File: config.mk
export PLATFORM = sky130hd
export DESIGN_NAME = wb_arbiter_2m_flat
export DESIGN_NICKNAME = d
export VERILOG_FILES = /design/src/rtl/wb_arb_pkg.sv /design/src/rtl/wishbone_if.sv /design/src/rtl/wb_arb_pick.sv /design/src/rtl/wb_arbiter_2m.sv /design/src/flat_wrapper.sv
export SDC_FILE = /design/constraint.sdc
export NUM_CORES = 1
export LEC_CHECK = 0
export ABC_AREA = 1
export CELL_PAD_IN_SITES_DETAIL_PLACEMENT = 0
export CELL_PAD_IN_SITES_GLOBAL_PLACEMENT = 1
export CORE_ASPECT_RATIO = 2
export CORE_UTILIZATION = 13
export CTS_CLUSTER_DIAMETER = 200
export DETAILED_ROUTE_END_ITERATION = 8
export GPL_ROUTABILITY_DRIVEN = 0
export HOLD_SLACK_MARGIN = 0.12
export PLACE_DENSITY_LB_ADDON = 0.08
export SETUP_SLACK_MARGIN = 0.5
export SKIP_CTS_REPAIR_TIMING = 1
export SLEW_MARGIN = 20
export SYNTH_ARGS = -nofsm -noshare
export SYNTH_HDL_FRONTEND = slang
export SYNTH_SLANG_ARGS = --single-unit
File: constraint.sdc
create_clock -name clk_i -period 4.3 [get_ports clk_i]
set_input_delay 1.075 -clock clk_i [delete_from_list [all_inputs] [get_ports clk_i]]
set_output_delay 1.075 -clock clk_i [all_outputs]
set_load 0.05 [all_outputs]
File: src/rtl/wb_arb_pkg.sv
// Shared types and bus widths for the two-master Wishbone arbiter.
package wb_arb_pkg;

  localparam int WB_AW = 32;
  localparam int WB_DW = 32;

  typedef enum logic [1:0] {
    ARB_IDLE,
    ARB_M0,
    ARB_M1
  } arb_state_e;

  typedef logic arb_idx_t;

  // m0 wins the first tie after reset.
  localparam arb_idx_t ARB_RESET_LAST = 1'b1;

endpackage

File: src/rtl/wishbone_if.sv
// Pipelined Wishbone bundle; master drives the request, slave drives stall/ack/err/data_s.
interface wishbone_if;
  import wb_arb_pkg::*;

  logic              cyc;
  logic              stb;
  logic              we;
  logic [WB_AW-1:0]  addr;
  logic [WB_DW-1:0]  data_m;
  logic [WB_DW/8-1:0] sel;
  logic [WB_DW-1:0]  data_s;
  logic              stall;
  logic              ack;
  logic              err;

  modport master (
    output cyc, stb, we, addr, data_m, sel,
    input  data_s, stall, ack, err
  );

  modport slave (
    input  cyc, stb, we, addr, data_m, sel,
    output data_s, stall, ack, err
  );

endinterface

File: src/rtl/wb_arb_pick.sv
// Next-grant selector for the idle state. WB_ARB_FIXED_PRIO_EN: m0 always wins a tie;
// otherwise the master that was not granted last wins.
module wb_arb_pick
  import wb_arb_pkg::*;
(
  input  logic [1:0] req,
  input  arb_idx_t   last,
  output logic       grant_vld,
  output arb_idx_t   grant
);

`ifdef WB_ARB_FIXED_PRIO_EN
  logic unused_last;
  assign unused_last = last;
`endif

  always_comb begin
    grant_vld = |req;
    grant     = 1'b0;
    case (req)
      2'b01: grant = 1'b0;
      2'b10: grant = 1'b1;
      2'b11: begin
`ifdef WB_ARB_FIXED_PRIO_EN
        grant = 1'b0;
`else
        grant = ~last;
`endif
      end
      default: grant = 1'b0;
    endcase
  end

endmodule

File: src/rtl/wb_arbiter_2m.sv
// Two-master to one-slave pipelined Wishbone arbiter with outstanding-request tracking.
// Tie-break policy selected by WB_ARB_FIXED_PRIO_EN (see wb_arb_pick).
//
// state    | meaning
// ARB_IDLE | no owner; pick a requester, grant takes effect next cycle
// ARB_M0   | m0 owns the slave until m0.cyc falls
// ARB_M1   | m1 owns the slave until m1.cyc falls
module wb_arbiter_2m
  import wb_arb_pkg::*;
#(
  parameter int MAX_OUTSTANDING = 4
) (
  input  logic       clk_i,
  input  logic       rst_ni,
  wishbone_if.slave  m0,
  wishbone_if.slave  m1,
  wishbone_if.master s
);

  localparam int CNT_W = $clog2(MAX_OUTSTANDING + 1);
  localparam logic [CNT_W-1:0] CNT_MAX = CNT_W'(MAX_OUTSTANDING);

  arb_state_e       state_q, state_d;
  arb_idx_t         last_q, last_d;
  logic [CNT_W-1:0] cnt_q, cnt_d;

  logic [1:0] req;
  logic       pick_vld;
  arb_idx_t   pick_idx;
  logic       cnt_full;
  logic       cnt_nz;
  logic       inc;
  logic       dec;

  assign req      = {m1.cyc, m0.cyc};
  assign cnt_full = (cnt_q == CNT_MAX);
  assign cnt_nz   = (cnt_q != '0);

  wb_arb_pick u_pick (
    .req       (req),
    .last      (last_q),
    .grant_vld (pick_vld),
    .grant     (pick_idx)
  );

  always_ff @(posedge clk_i or negedge rst_ni) begin
    if (!rst_ni) begin
      state_q <= ARB_IDLE;
      last_q  <= ARB_RESET_LAST;
      cnt_q   <= '0;
    end else begin
      state_q <= state_d;
      last_q  <= last_d;
      cnt_q   <= cnt_d;
    end
  end

  // Bus muxing: only the owner is forwarded; everyone else sees stall and no responses.
  always_comb begin
    s.cyc     = 1'b0;
    s.stb     = 1'b0;
    s.we      = 1'b0;
    s.addr    = '0;
    s.data_m  = '0;
    s.sel     = '0;
    m0.stall  = 1'b1;
    m0.ack    = 1'b0;
    m0.err    = 1'b0;
    m0.data_s = '0;
    m1.stall  = 1'b1;
    m1.ack    = 1'b0;
    m1.err    = 1'b0;
    m1.data_s = '0;
    case (state_q)
      ARB_M0: begin
        s.cyc     = m0.cyc;
        s.stb     = m0.stb & ~cnt_full;
        s.we      = m0.we;
        s.addr    = m0.addr;
        s.data_m  = m0.data_m;
        s.sel     = m0.sel;
        m0.stall  = s.stall | cnt_full;
        m0.data_s = s.data_s;
        m0.ack    = s.ack & cnt_nz;
        m0.err    = s.err & cnt_nz;
      end
      ARB_M1: begin
        s.cyc     = m1.cyc;
        s.stb     = m1.stb & ~cnt_full;
        s.we      = m1.we;
        s.addr    = m1.addr;
        s.data_m  = m1.data_m;
        s.sel     = m1.sel;
        m1.stall  = s.stall | cnt_full;
        m1.data_s = s.data_s;
        m1.ack    = s.ack & cnt_nz;
        m1.err    = s.err & cnt_nz;
      end
      default: ;
    endcase
  end

  assign inc = s.stb & ~s.stall & s.cyc;
  assign dec = (s.ack | s.err) & cnt_nz;

  always_comb begin
    state_d = state_q;
    last_d  = last_q;
    cnt_d   = cnt_q;
    if (inc && !dec) begin
      cnt_d = cnt_q + 1'b1;
    end else if (dec && !inc) begin
      cnt_d = cnt_q - 1'b1;
    end
    case (state_q)
      ARB_IDLE: begin
        if (pick_vld) begin
          state_d = pick_idx ? ARB_M1 : ARB_M0;
        end
      end
      ARB_M0: begin
        // Dropping cyc aborts the cycle; anything still outstanding is forgotten.
        if (!m0.cyc) begin
          state_d = ARB_IDLE;
          last_d  = 1'b0;
          cnt_d   = '0;
        end
      end
      ARB_M1: begin
        if (!m1.cyc) begin
          state_d = ARB_IDLE;
          last_d  = 1'b1;
          cnt_d   = '0;
        end
      end
      default: state_d = ARB_IDLE;
    endcase
  end

endmodule

File: src/flat_wrapper.sv
// flat-port wrapper written by rule: the top's interface ports become plain ports
module wb_arbiter_2m_flat import wb_arb_pkg::*;
#(
  parameter int MAX_OUTSTANDING = 4
)
  (clk_i, rst_ni, m0_cyc, m0_stb, m0_we, m0_addr, m0_data_m, m0_sel, m0_data_s, m0_stall, m0_ack, m0_err, m1_cyc, m1_stb, m1_we, m1_addr, m1_data_m, m1_sel, m1_data_s, m1_stall, m1_ack, m1_err, s_cyc, s_stb, s_we, s_addr, s_data_m, s_sel, s_data_s, s_stall, s_ack, s_err);
  wishbone_if m0_i ();
  wishbone_if m1_i ();
  wishbone_if s_i ();
  input  logic clk_i;
  input  logic rst_ni;
  input wire logic [$bits(m0_i.cyc)-1:0] m0_cyc;
  input wire logic [$bits(m0_i.stb)-1:0] m0_stb;
  input wire logic [$bits(m0_i.we)-1:0] m0_we;
  input wire logic [$bits(m0_i.addr)-1:0] m0_addr;
  input wire logic [$bits(m0_i.data_m)-1:0] m0_data_m;
  input wire logic [$bits(m0_i.sel)-1:0] m0_sel;
  output wire logic [$bits(m0_i.data_s)-1:0] m0_data_s;
  output wire logic [$bits(m0_i.stall)-1:0] m0_stall;
  output wire logic [$bits(m0_i.ack)-1:0] m0_ack;
  output wire logic [$bits(m0_i.err)-1:0] m0_err;
  input wire logic [$bits(m1_i.cyc)-1:0] m1_cyc;
  input wire logic [$bits(m1_i.stb)-1:0] m1_stb;
  input wire logic [$bits(m1_i.we)-1:0] m1_we;
  input wire logic [$bits(m1_i.addr)-1:0] m1_addr;
  input wire logic [$bits(m1_i.data_m)-1:0] m1_data_m;
  input wire logic [$bits(m1_i.sel)-1:0] m1_sel;
  output wire logic [$bits(m1_i.data_s)-1:0] m1_data_s;
  output wire logic [$bits(m1_i.stall)-1:0] m1_stall;
  output wire logic [$bits(m1_i.ack)-1:0] m1_ack;
  output wire logic [$bits(m1_i.err)-1:0] m1_err;
  output wire logic [$bits(s_i.cyc)-1:0] s_cyc;
  output wire logic [$bits(s_i.stb)-1:0] s_stb;
  output wire logic [$bits(s_i.we)-1:0] s_we;
  output wire logic [$bits(s_i.addr)-1:0] s_addr;
  output wire logic [$bits(s_i.data_m)-1:0] s_data_m;
  output wire logic [$bits(s_i.sel)-1:0] s_sel;
  input wire logic [$bits(s_i.data_s)-1:0] s_data_s;
  input wire logic [$bits(s_i.stall)-1:0] s_stall;
  input wire logic [$bits(s_i.ack)-1:0] s_ack;
  input wire logic [$bits(s_i.err)-1:0] s_err;
  assign m0_i.cyc = m0_cyc;
  assign m0_i.stb = m0_stb;
  assign m0_i.we = m0_we;
  assign m0_i.addr = m0_addr;
  assign m0_i.data_m = m0_data_m;
  assign m0_i.sel = m0_sel;
  assign m0_data_s = m0_i.data_s;
  assign m0_stall = m0_i.stall;
  assign m0_ack = m0_i.ack;
  assign m0_err = m0_i.err;
  assign m1_i.cyc = m1_cyc;
  assign m1_i.stb = m1_stb;
  assign m1_i.we = m1_we;
  assign m1_i.addr = m1_addr;
  assign m1_i.data_m = m1_data_m;
  assign m1_i.sel = m1_sel;
  assign m1_data_s = m1_i.data_s;
  assign m1_stall = m1_i.stall;
  assign m1_ack = m1_i.ack;
  assign m1_err = m1_i.err;
  assign s_cyc = s_i.cyc;
  assign s_stb = s_i.stb;
  assign s_we = s_i.we;
  assign s_addr = s_i.addr;
  assign s_data_m = s_i.data_m;
  assign s_sel = s_i.sel;
  assign s_i.data_s = s_data_s;
  assign s_i.stall = s_stall;
  assign s_i.ack = s_ack;
  assign s_i.err = s_err;
  wb_arbiter_2m #(.MAX_OUTSTANDING(MAX_OUTSTANDING)) u_core (.clk_i(clk_i), .rst_ni(rst_ni), .m0(m0_i), .m1(m1_i), .s(s_i));
endmodule
## Yosys cells after proc, flatten, opt, wreduce, memory -nomap -nowiden

Index checks and enable logic that the tools add are counted.

| operators by class | value |
|---|---|
| add/sub/neg operators | 2 |
| equality and inequality tests | 8 |
| mux-type cells | 28 |
| bitwise logic cells | 12 |
| reductions and logical operators | 10 |

Operators by type and width:

| kind | count |
|---|---|
| 32-bit case mux with 2 select lines | 2 |
| 32-bit two-way mux | 2 |
| 3-bit two-way mux | 4 |
| 1-bit case mux with 2 select lines | 5 |
| 1-bit two-way mux | 8 |
| 2-bit two-way mux | 4 |
| 4-bit case mux with 2 select lines | 1 |
| 1-bit bitwise AND | 7 |
| 2-bit equality test (second input constant) | 3 |
| 2-bit case mux with 3 select lines | 1 |
| 3-bit case mux with 2 select lines | 1 |
| 3-bit AND reduction | 2 |
| 2-bit inequality test (second input constant) | 2 |
| 3-bit by 1-bit adder with 3-bit output (second input constant) | 1 |
| 3-bit equality test (second input constant) | 1 |
| 1-bit NOT | 3 |
| 3-bit nonzero test | 1 |
| 3-bit by 1-bit subtractor with 3-bit output (second input constant) | 1 |
| 2-bit by 1-bit equality test with 1-bit output (second input constant) | 1 |
| 1-bit logical AND | 2 |
| 1-bit zero test | 2 |
| 2-bit zero test | 1 |
| 2-bit by 1-bit inequality test with 1-bit output (second input constant) | 1 |
| 1-bit OR | 2 |
| other kinds (2) | 2 |

| word-level totals | value |
|---|---|
| flip-flop bits (word level) | 6 |
| bits of input ports | 179 |

## Longest topological paths before layout

Gate-level depths: netlist of the first run.

| logic depth | value |
|---|---|
| depth in word-level cells | 12 |
| gate-level depth with buffers | 14 |
| mapped depth without buffers | 13 |

## By module

Synthesis of the first run repeated with hierarchy kept, for this count alone.

| unflattened totals | value |
|---|---|
| cell total of the unflattened synthesis | 453 |
| area, all modules | 2078.2 um^2 |

Modules (own cells, without submodules):

| module | instances | cells each | area an instance (um^2) | seq. area each (um^2) |
|---|---|---|---|---|
| wb_arbiter_2m | 1 | 450 | 2063.2 | 151.4 |
| wb_arb_pick | 1 | 3 | 15.0 | 0.0 |

## Worst setup path before layout of the first run

Ideal clock, no wire load.

| path | value |
|---|---|
| kind | reg2out |
| start point | reg u_core.state_q[1] |
| end point | out s_addr[21] |
| arrival time | 1.967 ns |
| required time | 3.225 ns |
| slack | 1.258 ns |
| cell stages (with the launch flop) | 7 |
| buffers on the path | 2 |
| cell sequence | dfrtp_1 > inv_1 > ha_1 > inv_2 > buf_2 > buf_1 > a21oi_1 |

| between the ends | value |
|---|---|
| longest elaborated chain between the ends | 2 |
| elaborated cells between the ends (all ways) | 3 |

Ends and longest elaborated chain:

| element | RTL line | RTL |
|---|---|---|
| start, declared | wb_arbiter_2m.sv:23 | `arb_state_e state_q, state_d;` |
| start signal, assigned | wb_arbiter_2m.sv:52 | `state_q <= state_d;` |
| 2-bit equality test / 2-bit by 1-bit equality test with 1-bit output (equally long branches) | wb_arbiter_2m.sv:74 | `case (state_q)` |
| 32-bit case mux with 2 select lines * | wb_arbiter_2m.sv:74 |  |
| end, declared | flat_wrapper.sv:35 | `output wire logic [$bits(s_i.addr)-1:0] s_addr;` |

Every way passes the cells marked *; elsewhere a longest branch is shown, timed or not.

## Final worst setup path of the first run

| path | value |
|---|---|
| start point | reg u_core.state_q[0] |
| end point | out s_data_m[4] |

| between the ends | value |
|---|---|
| longest elaborated chain between the ends | 2 |
| elaborated cells between the ends (all ways) | 3 |

Ends and longest elaborated chain:

| element | RTL line | RTL |
|---|---|---|
| 2-bit equality test / 2-bit by 1-bit equality test with 1-bit output (equally long branches) | wb_arbiter_2m.sv:74 |  |
| 32-bit case mux with 2 select lines * | wb_arbiter_2m.sv:74 |  |
| end, declared | flat_wrapper.sv:36 | `output wire logic [$bits(s_i.data_m)-1:0] s_data_m;` |

Marked as above.

==> results of run 1 <==
-- final timing paths --
| path | startpoint | end | slack (ps) |
|---|---|---|---|
| worst max register to register | u_core.state_q[0] | u_core.cnt_q[0] | 2260 |
| max in group asynchronous | rst_ni | u_core.last_q | 2910 |
| worst max-delay path | u_core.state_q[0] | s_data_m[4] | 510 |
| worst min-delay path | u_core.last_q | u_core.last_q | 510 |
| worst min register to register | u_core.last_q | u_core.last_q | 510 |
| min in group asynchronous | rst_ni | u_core.cnt_q[0] | 1100 |
-- sequential cells by signal, summed over array words and instances, names as in the netlist --
| name | count |
|---|---|
| u_core.cnt_q | 3 |
| u_core.state_q | 2 |
| u_core.last_q | 1 |
-- cell type report --
class	count	share of cell area [%]
sequential	6	2.68
timing repair buffer	325	59.9
clock buffer	4	1.40
tap	198	4.39
inverter	82	5.49
multi-input combinational	333	26.2
-- synthesized netlist by cell type, drive strengths merged --
cell type	number	area, sq um
nand2	225	857
inv	82	308
a21oi	72	360
clkbuf	16	60.1
buf	15	85.1
nor2	11	51.3
nand3	10	60.1
ha	7	87.6
dfrtp	5	125
o21ai	5	25.0
nand3b	2	15.0
dfstp	1	26.3
o211ai	1	7.51
-- layer usage --
| metal | up-vias | share of wire, % | GRT usage, % | routed length, um |
|---|---|---|---|---|
| met3 | 8 | 8.8 | 4.09 | 1180 |
| met1 | 1635 | 33 | 15.1 | 4390 |
| li1 | 1941 | - | - | - |
| met4 | 0 | 1.2 | 1.65 | 158 |
| met5 | - | 0 | 0 | 0 |
| met2 | 232 | 57 | 33.3 | 7720 |
-- logic make-up (layout without fill, tap and decap cells) --
group,count (synthesis),after routing,synth area share [%]
AOI/OAI and AO/OA,78,78,19.0
and+or+nand+nor,248,248,47.5
buffers and inverters,113,411,21.9
adders and majority gates,7,7,4.23
DFF,6,6,7.32
-- critical path: cells and delay by family (launching register included) --
family                     cells  cell delay, ps
AOI/OAI and AO/OA              1             130
adders and majority gates      1             470
buffers and inverters          4            1460
DFF                            1             380
-- report_power, final --
group / switching, uW / internal [uW] / total (uW)
Clock: 31.4 / 123 / 154
Combinational: 2110 / 954 / 3060
Sequential: 18.9 / 83.9 / 103
-- stage by stage --
| step | setup WS, ps | instances | cell area (sq um) | hold slack (ps) | power [uW] |
|---|---|---|---|---|---|
| global route | 394 | 948 | 5650 | 532 | 3540 |
| CTS | 338 | 948 | 5530 | 507 | 3370 |
| finish | 511 | 948 | 5650 | 508 | 3320 |
| detailed placement | 393 | 944 | 5450 | 502 | 3210 |
| floorplan | 1260 | 452 | 2070 | 467 | 2110 |
| global placement | 424 | 944 | 5450 | 486 | 3220 |
==> out/metrics.csv, run 1 <==
stage,metric,value,unit
finish,diodes,0,
outcome,status,"finished, final reports clean",
finish,final_common_cell,clkdlybuf4s50_1,
yosys,syn_avg_cell_area,4.58,sq um
grt,grt_max_degree,57,
die,core,0.0155,sq mm
pwr,ir_worst_vdd,222,uV
finish,postLayoutCoreUtil,36.5,%
sta,grt_setup_unrepaired,yes,
die,die_h,180,um
worst_setup_path,path_cells,inv_1 -> ha_1 -> inv_4 -> buf_12 -> a21oi_1 -> clkdlybuf4s50_1,
drt,routed_wl,13400,um
worst_setup_path,required,3220,ps
cts,cts.sinks,6,
finish,nFillCells,1656,
sta,fin_worst_skew,0.956,ps
cts,cts_tree,yes,
sta,setup_tns,0,ps
finish,layout_common_cells,"clkdlybuf4s50_1 (272), nand2_1 (220), inv_1 (79), a21oi_1 (72), dlymetal6s2s_1 (47)",
die,row_count,64,
yosys,synth_nets,638,
worst_setup_path,startpoint_type,register,
yosys,syn-cell-area,0.00207,sq mm
grt,antenna_found_initial,0,
min_path,hp-class,register to register,
die,die_area,0.0164,sq mm
yosys,synth_cell_types,22,
finish,final_layout_size_suffix_gt1_share,3.20,%
worst_setup_path,cp.arrival,2710,ps
die,start_util,13.4,%
worst_setup_path,r2r_cells,13,
placed_design,place_hpwl,11100,um
finish,multi_input_area,0.00148,sq mm
grt,grt_pass1_vias,3865,
yosys,yosysWarningCount,0,
pwr,total_leakage_power,0.00329,uW
cts,cts_buffers,3,
grt,grtUsageTotal,15.8,%
worst_setup_path,cp_slowest_stage_delay,870,ps
yosys,ys_seq_elements,6,
sta,drv_slew,0,
sta,worst_pin_slew,593,ps
cts,clock_latency,230,ps
sta,max_freq,264,MHz
finish,area_delta_synth_final,173,%
drt,drt_iter0_markers,68,
drt,first_pass_iters,4,
yosys,seq_area_frac_synth,7.32,%
cts,cts_buffer_depth,2,
cts,clkSlewWorstSetupHoldPaths,30,ps
grt,grt_pass1_wl,20600,um
pwr,powerDensity,587,mW/mm^2
drt,drt_drc_violations_left,0,
drt,ant_nets,0,
min_path,hold_path_depth,2,
sta,fin_crit_sh,88.1,%
sta,setup_viol,0,
worst_setup_path,worstSetupPathType,register to output pin,
worst_setup_path,end_kind,output pin,
die,io_pins,320,
sta,period_needed,3790,ps
grt,overflow,0,
drt,num_vias,3816,
placed_design,io_buffer_count,319,
yosys,netlist_instances,452,
drt,viasPerCell,4.03,
worst_setup_path,crit_fanout,43,
cts,cts_root_buf,clkbuf_16,
finish,fin_nets,937,
finish,area.sequential,151,sq um
drt,wl_per_cell,14.2,um
die,die_x,91.2,um
job,drv_cap,0,
cts,htree_levels,1,
sta,hold_viol_final,0,
sta,max_slew_margin,60.4,%
worst_setup_path,slowest_stage,clkdlybuf4s50_1,
Power figures use the tool's default switching activity.
==> run 2, diff against run 1 <==
SLEW_MARGIN = 40   (was 20)
==> out/metrics.csv, run 2 (same netlist as run 1, synthesis figures left out) <==
stage,metric,value,unit,change
grt,grt_pass1_wl,20600,um,unchanged
worst_setup_path,worstSetupPathType,register to output pin,,unchanged
sta,max_slew_margin,60.5,%,was 60.4%
die,die_h,180,um,unchanged
worst_setup_path,cp.arrival,2680,ps,was 2710 ps
sta,fin_crit_sh,87.4,%,was 88.1%
min_path,min_to,u_core.last_q,,unchanged
cts,cts_root_buf,clkbuf_16,,unchanged
worst_setup_path,reg2reg_slack,2260,ps,about the same
placed_design,place_hpwl,11100,um,unchanged
sta,period_needed,3760,ps,was 3790 ps
pwr,seqPwrFrac,3.1,%,about the same
worst_setup_path,r2r_cells,13,,unchanged
grt,overflow,0,,unchanged
drt,drt_iter0_markers,58,,was 68
pwr,swShare,65.0,%,about the same
worst_setup_path,required,3220,ps,about the same
worst_setup_path,critPathBufInv,4,,unchanged
pwr,clockPowerShare,4.7,%,about the same
drt,ant_nets,0,,unchanged
cts,clkSlewWorstSetupHoldPaths,30,ps,about the same
sta,setup_viol,0,,unchanged
die,io_pins,320,,unchanged
cts,cts.sinks,6,,unchanged
pwr,switchingPower,2160,uW,about the same
pwr,total_leakage_power,0.00329,uW,unchanged
min_path,hp-start,u_core.last_q,,unchanged
cts,cts_buffers,3,,unchanged
die,row_count,64,,unchanged
finish,layout_common_cells,"clkdlybuf4s50_1 (272), nand2_1 (220), inv_1 (79), a21oi_1 (72), dlymetal6s2s_1 (47)",,unchanged
placed_design,io_buffer_count,319,,unchanged
finish,top_register,u_core.cnt_q,,unchanged
worst_setup_path,startpoint_type,register,,unchanged
finish,final_layout_size_suffix_gt1_share,3.20,%,unchanged
die,die_area,0.0164,sq mm,unchanged
cts,clock_latency,230,ps,about the same
worst_setup_path,cp-startpoint,u_core.state_q[0],,unchanged
die,core,0.0155,sq mm,unchanged
sta,drv_slew,0,,unchanged
finish,area_delta_synth_final,173,%,unchanged
min_path,hold_path_depth,2,,unchanged
sta,max_freq,266,MHz,was 264 MHz
worst_setup_path,critical_path.top_delay_family,buffers and inverters,,unchanged
cts,cts_tree,yes,,unchanged
drt,routed_wl,13400,um,about the same
cts,cts_buffer_depth,2,,unchanged
placed_design,pre_cts_ws,393,ps,unchanged
worst_setup_path,cp_slowest_stage_delay,860,ps,was 870 ps
finish,largest_reg_flops,3,,unchanged
finish,final_common_cell,clkdlybuf4s50_1,,unchanged
worst_setup_path,rr_endpoint,u_core.cnt_q[0],,unchanged
sta,setup_tns,0,ps,unchanged
worst_setup_path,crit_fanout,43,,unchanged
cts,htree_levels,1,,unchanged
grt,antenna_found_initial,0,,unchanged
worst_setup_path,end_kind,output pin,,unchanged
worst_setup_path,timing.rr.start,u_core.state_q[0],,unchanged
sta,fin_worst_skew,0.956,ps,about the same
die,die_x,91.2,um,unchanged
sta,hold_viol_final,0,,unchanged
drt,viasPerCell,4.04,,was 4.03
grt,grtUsageTotal,15.8,%,unchanged
finish,diodes,0,,unchanged
sta,setup_slack,543,ps,was 511 ps
pwr,ir_worst_vdd,221,uV,was 222 uV
die,start_util,13.4,%,unchanged
drt,drt_drc_violations_left,0,,unchanged
outcome,status,"finished, final reports clean",,unchanged
grt,grt_max_degree,57,,unchanged
grt,grt_pass1_vias,3865,,unchanged
sta,worst_pin_slew,591,ps,was 593 ps
finish,fin_nets,937,,unchanged
drt,num_vias,3827,,was 3816
worst_setup_path,path_cells,inv_1 -> ha_1 -> inv_4 -> buf_12 -> a21oi_1 -> clkdlybuf4s50_1,,unchanged
pwr,power_frac_comb,92.2,%,about the same
job,drv_cap,0,,unchanged
drt,wl_per_cell,14.2,um,about the same
worst_setup_path,slowest_stage,clkdlybuf4s50_1,,unchanged
pwr,powerDensity,587,mW/mm^2,about the same
sta,grt_setup_unrepaired,yes,,unchanged
finish,reg_top3,"u_core.cnt_q: 3 flops, u_core.state_q: 2 flops, u_core.last_q: 1 flops",,unchanged
drt,first_pass_iters,4,,unchanged
min_path,hp-class,register to register,,unchanged
pwr,p_int,1160,uW,about the same
finish,nFillCells,1654,,was 1656
## run 2: cell counts in the layout (fill, tap and decap cells not counted)
Identical to the previous run, type by type.
## run 2: area by class of cell
class	count	area (sq um)	share of cell area, %
clock buffers	4	78.8	1.40
multi-input cells	333	1480	26.2
inverters	82	310	5.49
repair buffers	325	3380	59.9
flip-flops and latches	6	151	2.68
well taps	198	248	4.39
## run 2: worst register-to-register path: cells and delay by family (launching register included)
family	cells	cell delay, ps
fa+ha+maj	1	220
compound gates	1	60
simple gates	7	590
buf+inv	4	720
flops	1	400
## run 2: power by group through the flow
stage	combinational, uW	sequential (uW)	clock (uW)
floorplan	2010	96.3	0
global placement	3120	101	0
detailed placement	3100	103	0
CTS	3120	102	156
global route	3270	106	161
finish	3060	103	154
## run 2: layer usage
| layer | global-route usage [%] | wire length [um] |
|---|---|---|
| met1 | 15.1 | 4380 |
| met4 | 1.65 | 158 |
| met2 | 33.3 | 7690 |
| met5 | 0 | 0 |
| met3 | 4.09 | 1210 |
## run 2: worst max path at each step
stage | slack [ps] | end | cells after the start
2_1_floorplan | 1260 | s_addr[21] | 6
6_report | 540 | s_data_m[4] | 6
3_5_place_dp | 390 | s_cyc | 6
3_3_place_gp | 420 | s_cyc | 6
5_1_grt | 400 | s_data_m[4] | 6
4_1_cts | 340 | s_data_m[4] | 6
## run 2: stage by stage
step | cells | instance area [sq um] | hold slack, ps | power [uW] | utilization [%]
detailed placement | 944 | 5450 | 502 | 3210 | 35.3
global route | 948 | 5650 | 532 | 3540 | 36.5
CTS | 948 | 5530 | 507 | 3370 | 35.8
floorplan | 452 | 2070 | 467 | 2110 | -
global placement | 944 | 5450 | 486 | 3220 | 35.3
finish | 948 | 5650 | 508 | 3320 | 36.5
==> run 3, diff against run 2 <==
MAX_ROUTING_LAYER = met4   (was not set)
==> out/metrics.csv, run 3 (same netlist as run 1, synthesis figures left out) <==
stage,metric,value,unit,change
job,drv_cap,0,,unchanged
cts,cts_tree,yes,,unchanged
drt,drt_drc_violations_left,0,,unchanged
sta,setup_tns,0,ps,unchanged
finish,layout_common_cells,"clkdlybuf4s50_1 (272), nand2_1 (220), inv_1 (79), a21oi_1 (72), dlymetal6s2s_1 (47)",,unchanged
die,row_count,64,,unchanged
die,core,0.0155,sq mm,unchanged
placed_design,place_hpwl,11100,um,unchanged
grt,overflow,0,,unchanged
worst_setup_path,slowest_stage,clkdlybuf4s50_1,,unchanged
worst_setup_path,critPathBufInv,4,,unchanged
sta,hold_viol_final,0,,unchanged
finish,diodes,0,,unchanged
finish,fin_nets,937,,unchanged
placed_design,io_buffer_count,319,,unchanged
finish,top_register,u_core.cnt_q,,unchanged
sta,max_slew_margin,60.5,%,about the same
finish,final_common_cell,clkdlybuf4s50_1,,unchanged
drt,drt_iter0_markers,68,,was 58
sta,worst_pin_slew,592,ps,was 591 ps
grt,grt_pass1_wl,20500,um,was 20600 um
worst_setup_path,cp.arrival,2680,ps,about the same
sta,fin_crit_sh,87.4,%,about the same
drt,routed_wl,13500,um,was 13400 um
die,start_util,13.4,%,unchanged
sta,setup_slack,543,ps,about the same
cts,htree_levels,1,,unchanged
die,io_pins,320,,unchanged
finish,area_delta_synth_final,173,%,unchanged
finish,largest_reg_flops,3,,unchanged
worst_setup_path,end_kind,output pin,,unchanged
pwr,ir_worst_vdd,222,uV,was 221 uV
grt,grtUsageTotal,16.2,%,was 15.8%
cts,cts_buffers,3,,unchanged
sta,drv_slew,0,,unchanged
placed_design,pre_cts_ws,393,ps,unchanged
finish,reg_top3,"u_core.cnt_q: 3 flops, u_core.state_q: 2 flops, u_core.last_q: 1 flops",,unchanged
worst_setup_path,path_cells,inv_1 -> ha_1 -> inv_4 -> buf_12 -> a21oi_1 -> clkdlybuf4s50_1,,unchanged
cts,clock_latency,230,ps,about the same
drt,viasPerCell,4.04,,unchanged
die,die_h,180,um,unchanged
drt,ant_nets,0,,unchanged
die,die_x,91.2,um,unchanged
placed_design,place_area,0.00545,sq mm,unchanged
finish,final_layout_size_suffix_gt1_share,3.20,%,unchanged
drt,num_vias,3827,,unchanged
worst_setup_path,cp_slowest_stage_delay,860,ps,about the same
drt,first_pass_iters,4,,unchanged
cts,cts_root_buf,clkbuf_16,,unchanged
worst_setup_path,critical_path.top_delay_family,buffers and inverters,,unchanged
pwr,total_leakage_power,0.00329,uW,unchanged
sta,fin_worst_skew,0.958,ps,was 0.956 ps
worst_setup_path,crit_fanout,43,,unchanged
grt,antenna_found_initial,0,,unchanged
finish,fin_area,0.00565,sq mm,unchanged
grt,grt_max_degree,57,,unchanged
outcome,status,"finished, final reports clean",,unchanged
worst_setup_path,worstSetupPathType,register to output pin,,unchanged
sta,period_needed,3760,ps,about the same
sta,setup_viol,0,,unchanged
min_path,hp-class,register to register,,unchanged
pwr,powerDensity,588,mW/mm^2,was 587 mW/mm^2
cts,cts_buffer_depth,2,,unchanged
sta,grt_setup_unrepaired,yes,,unchanged
worst_setup_path,startpoint_type,register,,unchanged
worst_setup_path,required,3220,ps,about the same
cts,cts.sinks,6,,unchanged
cts,clkSlewWorstSetupHoldPaths,30,ps,about the same
die,die_area,0.0164,sq mm,unchanged
sta,max_freq,266,MHz,about the same
drt,wl_per_cell,14.2,um,about the same
grt,grt_pass1_vias,3874,,was 3865
[run 3: layout make-up]
| type | count | area (sq um) |
|---|---|---|
| clock buffer | 4 | 78.8 |
| fill | 1654 | 9810 |
| inverter | 82 | 310 |
| multi-input combinational | 333 | 1480 |
| sequential | 6 | 151 |
| tap | 198 | 248 |
| timing repair buffer | 325 | 3380 |
[run 3: stage by stage]
step | cells | utilization [%] | power [uW] | hold slack (ps)
after floorplan | 452 | - | 2110 | 467
after global placement | 944 | 35.3 | 3220 | 486
after detailed placement | 944 | 35.3 | 3210 | 502
after CTS | 948 | 35.8 | 3370 | 507
after global routing | 948 | 36.5 | 3540 | 532
final | 948 | 36.5 | 3320 | 508
[run 3: metal layers]
metal | up-vias | share of wire, % | GRT usage (%)
met4 | 0 | 1.2 | 1.65
met3 | 8 | 7.8 | 3.21
met1 | 1646 | 34 | 15.6
met5 | - | 0 | -
li1 | 1941 | - | -
met2 | 232 | 57 | 33.4
[run 3: path summary, 6_finish.rpt]
check,cells past startpoint,slack [ps],end,start
min in group asynchronous,1,1100,u_core.cnt_q[0],rst_ni
worst max-delay path,6,540,s_data_m[4],u_core.state_q[0]
worst min register to register,2,510,u_core.last_q,u_core.last_q
worst max register to register,13,2260,u_core.cnt_q[0],u_core.state_q[0]
max in group asynchronous,1,2920,u_core.last_q,rst_ni
worst min-delay path,2,510,u_core.last_q,u_core.last_q
[run 3: worst min-delay path, cell delays in order (launching register included)]
cell and delay, ps:
dfstp_2 360, nand2_1 50, o21ai_0 80
[run 3: where the power goes]
part | switching, uW | internal (uW)
registers | 18.9 | 83.9
clock network | 31.4 | 123
logic | 2110 | 954
total | 2160 | 1160
